$ cat src/rtl/eh2_lsu_amo_wrbuf.sv
// Two-entry write-back buffer for atomic results.
// Entries drain to the DCCM in capture order, one per granted cycle.
module eh2_lsu_amo_wrbuf #(
    parameter int unsigned DEPTH = 2
) (
    input  logic        clk,
    input  logic        rst_l,
    input  logic        amo_wr_valid_dc3,
    input  logic        flush_dc3,
    input  logic [31:0] amo_addr_dc3,
    input  logic [31:0] amo_data_dc3,
    input  logic        amo_tid_dc3,
    input  logic        dccm_wr_gnt,
    input  logic        ld_valid_dc1,
    input  logic [31:0] ld_addr_dc1,
    output logic        amowb_wren,
    output logic [31:0] amowb_addr,
    output logic [31:0] amowb_data,
    output logic        amowb_tid,
    output logic        amowb_full,
    output logic        amowb_empty,
    output logic        amowb_ld_hazard_dc1
);

    typedef enum logic [1:0] {
        EMPTY = 2'd0,
        ONE   = 2'd1,
        FULL  = 2'd2
    } wb_state_e;

    wb_state_e   state, state_nxt;
    logic        wr_ptr, rd_ptr;
    logic [31:0] addr_q [DEPTH];
    logic [31:0] data_q [DEPTH];
    logic        tid_q  [DEPTH];
    logic [DEPTH-1:0] valid_q;

    logic capture, retire, accept;

    assign capture = amo_wr_valid_dc3 & ~flush_dc3;
    assign retire  = amowb_wren & dccm_wr_gnt;
    // When full, a capture is only taken if the head frees its slot this cycle.
    assign accept  = capture & ((state != FULL) | retire);

    always_ff @(posedge clk or negedge rst_l) begin
        if (!rst_l) begin
            state <= EMPTY;
        end else begin
            state <= state_nxt;
        end
    end

    always_comb begin
        state_nxt = state;
        case (state)
            EMPTY: if (accept) state_nxt = ONE;
            ONE: begin
                if (accept && !retire)      state_nxt = FULL;
                else if (!accept && retire) state_nxt = EMPTY;
            end
            FULL:  if (retire && !accept) state_nxt = ONE;
            default: state_nxt = EMPTY;
        endcase
    end

    always_ff @(posedge clk or negedge rst_l) begin
        if (!rst_l) begin
            wr_ptr  <= 1'b0;
            rd_ptr  <= 1'b0;
            valid_q <= '0;
            for (int unsigned i = 0; i < DEPTH; i++) begin
                addr_q[i] <= '0;
                data_q[i] <= '0;
                tid_q[i]  <= 1'b0;
            end
        end else begin
            // Clear before set: when full, the retiring slot is the one refilled.
            if (retire) begin
                valid_q[rd_ptr] <= 1'b0;
                rd_ptr          <= ~rd_ptr;
            end
            if (accept) begin
                valid_q[wr_ptr] <= 1'b1;
                addr_q[wr_ptr]  <= amo_addr_dc3;
                data_q[wr_ptr]  <= amo_data_dc3;
                tid_q[wr_ptr]   <= amo_tid_dc3;
                wr_ptr          <= ~wr_ptr;
            end
        end
    end

    assign amowb_wren  = (state != EMPTY);
    assign amowb_full  = (state == FULL);
    assign amowb_empty = (state == EMPTY);
    assign amowb_addr  = addr_q[rd_ptr];
    assign amowb_data  = data_q[rd_ptr];
    assign amowb_tid   = tid_q[rd_ptr];

    always_comb begin
        amowb_ld_hazard_dc1 = capture & (amo_addr_dc3[31:2] == ld_addr_dc1[31:2]);
        for (int unsigned i = 0; i < DEPTH; i++) begin
            if (valid_q[i] && (addr_q[i][31:2] == ld_addr_dc1[31:2]))
                amowb_ld_hazard_dc1 = 1'b1;
        end
        amowb_ld_hazard_dc1 = amowb_ld_hazard_dc1 & ld_valid_dc1;
    end

endmodule

$ cat config.mk
export PLATFORM = sky130hd
export DESIGN_NAME = eh2_lsu_amo_wrbuf
export DESIGN_NICKNAME = d
export VERILOG_FILES = /design/src/rtl/eh2_lsu_amo_wrbuf.sv
export SDC_FILE = /design/constraint.sdc
export NUM_CORES = 1
export LEC_CHECK = 0
export CORE_MARGIN = 4
export CORE_UTILIZATION = 30
export CTS_BUF_LIST = sky130_fd_sc_hd__clkbuf_4
export CTS_CLUSTER_SIZE = 20
export DETAILED_ROUTE_END_ITERATION = 6
export PLACE_DENSITY = 0.61
export SYNTH_ARGS = -nofsm -noshare
export SYNTH_HDL_FRONTEND = slang
export SYNTH_SLANG_ARGS = --single-unit
$ cat constraint.sdc
create_clock -name clk -period 1.55 [get_ports clk]
set_input_delay 0.3875 -clock clk [delete_from_list [all_inputs] [get_ports clk]]
set_output_delay 0.3875 -clock clk [all_outputs]
set_load 0.03 [all_outputs]
==> flow_summary.ini <==
[outcome]
status = complete, but fails checks
violations = setup timing

[power_and_ir_drop]
internal-power_uw = 16200
vdd_drop_max_mv = 0.904
seqPwrFrac_pct = 25.8
comb_power_share_pct = 65.2
switching_share_pct = 37.8
switching_power_uw = 9860
clkPwrFrac_pct = 9.0
leakage_uw = 0.00551
power_density_mw_per_mm2 = 2200

[synth]
ys_seq_area_share_pct = 46.8
syn_avg_cell_area_um2 = 14.6
yosys_warnings = 0
synth_top_area_cell = dfrtp_1
synth_edf_count = 0
async_flop_share_pct = 100
synth.net_count = 605
synthDistinctLibCells = 27
synthAdderAreaFrac_pct = 0.344
ys_top_cells_by_count = 136 x dfrtp_1, 106 x mux2_2, 89 x mux2_4
synth_top_area_share_pct = 46.8
syn_inst = 500
synth_xor_area_share_pct = 11.1
synthTopCellsByArea = dfrtp_1 47%, mux2_4 18%, mux2_2 16%, xnor2_1 7.1%, xor2_1 4.0%
synth_most_common_cell = dfrtp_1
synth_top_family_by_area = multiplexers
synth_ff_type = dfrtp_1
synth-compound-area-share_pct = 0.671
yosys.area_share.simple_pct = 3.35
synth_area_mm2 = 0.00728
ys_ff_latch = 136
synth.area.mux_share_pct = 34.9

[sta]
min_period_over_period_pct = 171
layout_setup_ws_ns = -1.11
timing.fmax_mhz = 377
finalClockSkew_ns = 0.0114
hold_viol_final = 0
min_period_ns = 2.66
tightest_slew_ns = 0.546
whs_ns = 0.336
max_slew_margin_pct = 63.6
rsz0062_at_grt = true
setup_viol_count_final = 201
finalMaxSlewViolations = 0
setup_tns_ns = -74.36

[clock_tree]
cts_sinks = 136
cts_tree = done
root_buffer = clkbuf_4
clock_path_buffers = 2
cts_buffers = 17
path_clk_slew_ns = 0.13
clkLatencyLatePin_ns = 0.52
cts_max_level = 4

[worst_setup_path]
worst-path-buf-inv = 4
startpoint_type = input pin
cpMaxStageDelayCell = clkdlybuf4s50_1
slowest_delay_ns = 0.54
critPathArrivalTime_ns = 2.27
crit_path_end_kind = output pin
critical_path_class = in2out
worstPathMaxFanout = 2
cp.required_ns = 1.16
crit_family = buffers and inverters
path_cells = clkdlybuf4s50_1 -> buf_4 -> xnor2_2 -> buf_4 -> nand4_1 -> nor4_2 -> nand4_1 -> a31oi_4 -> buf_6

[layout]
fillers = 2099
layout.nets = 948
synthToLayoutAreaGrowth_pct = 63.2
fin_util_pct = 50.1
drive_gt1_share_pct = 58.1

[global_routing]
track_usage_pct = 17.6
grt_pass1_wl_mm = 36.0
grt_pass1_vias = 6240
grt_max_degree = 42
grt.overflow.total = 0
antenna_found_initial = 1

[drt]
first_iter_violations = 210
dr_total_vias = 5342
wl_mm = 23.4
via_per_inst = 4.54
postRouteAntennaNets = 0
detail_route.wl_per_cell_um = 19.9
drc_errors = 0
first_pass_iters = 4

[floorplanning]
die_area_mm2 = 0.0268
ios = 172
rows = 56
die_w_um = 164
core-area_mm2 = 0.0237
initial_core_util_pct = 30.7
chipHeight_um = 164

[placed_design]
numPortBuffers = 169
hpwl_mm = 16.1
dp_slack_ns = -1.24
place_congestion = 0.870

[hold_path]
hp-class = in2async

[run]
drv_cap = 0
-- layout by cell type (no fill, tap or decap), drive strengths merged, types with 2 or more instances in the layout --
cell           synthesis  layout
inv                    6       5
clkinvlp               0       2
xnor2                 59      59
nor4                  12      12
xor2                  33      33
clkdlybuf4s50          0      99
nand4                 18      18
clkinv                 0       8
bufinv                 0       2
ha                     2       2
clkbuf                 4      21
nand2                  4       5
dfrtp                136     136
buf                   18     245
mux2                 195     195
o21ai                  5       5
-- power groups by stage --
stage	registers (uW)	clock network, uW	logic (uW)
final	6730	2360	17000
after global routing	6970	2620	17800
after CTS	6690	2460	17000
after detailed placement	6700	0	14000
after global placement	6580	0	13800
after floorplan	6340	0	8700
-- routing by layer --
| layer | global-route usage (%) | routed length [um] |
|---|---|---|
| met1 | 22.9 | 10100 |
| met2 | 29.7 | 11700 |
| met3 | 3.36 | 1120 |
| met4 | 5.26 | 492 |
| met5 | 0 | 0 |
-- flip-flops by register name (all words and copies together), names as in the netlist --
name	flops
addr_q	64
data_q	64
rd_ptr	1
state	2
tid_q	2
valid_q	2
wr_ptr	1
-- path summary, 6_finish.rpt --
check | startpoint | to | slack, ns | cells past startpoint
min | rst_l | addr_q[41] | 0.34 | 2
min reg2reg | data_q[53] | data_q[53] | 0.52 | 1
max in group asynchronous | rst_l | rd_ptr | 0.62 | 3
min in group clk | amo_data_dc3[26] | data_q[58] | 0.51 | 2
max reg2reg | state[0] | addr_q[44] | -0.32 | 9
max | ld_addr_dc1[29] | amowb_ld_hazard_dc1 | -1.11 | 9
-- area by class of cell --
class	instances	area, um^2	share of cell area [%]
diodes	1	2.50	0.0211
flip-flops and latches	136	3410	28.7
multi-input cells	337	4120	34.7
well taps	319	399	3.36
clock inverters	11	106	0.895
inverters	6	30.0	0.253
repair buffers	345	3650	30.8
clock buffers	21	158	1.33
-- timing repair --
item / in CTS / in global routing
buffers inserted: 39 / 17
hold buffers: 1 / 0
resized for setup: 410 / 63
gates cloned: 11 / 0
pin swaps: 4 / 7
setup endpoints to repair: 184 / 202
hold endpoints to repair: 26 / 0
-- kinds of logic (layout without fill, tap and decap cells) --
group | after synthesis | count (layout)
fa+ha+maj | 2 | 2
mux | 196 | 196
xor+xnor | 92 | 92
other cells | 0 | 1
buf+inv | 28 | 383
flops | 136 | 136
compound gates | 7 | 7
simple gates | 39 | 40
-- metrics by stage --
stage	cells	total power [uW]	instance area, um^2
5_1_grt	1176	27400	11900
3_5_place_dp	1095	20700	10300
6_report	1176	26100	11900
4_1_cts	1177	26200	11900
3_3_place_gp	1095	20400	10300
2_1_floorplan	500	15000	7400
(Power assumes the default switching activity.)
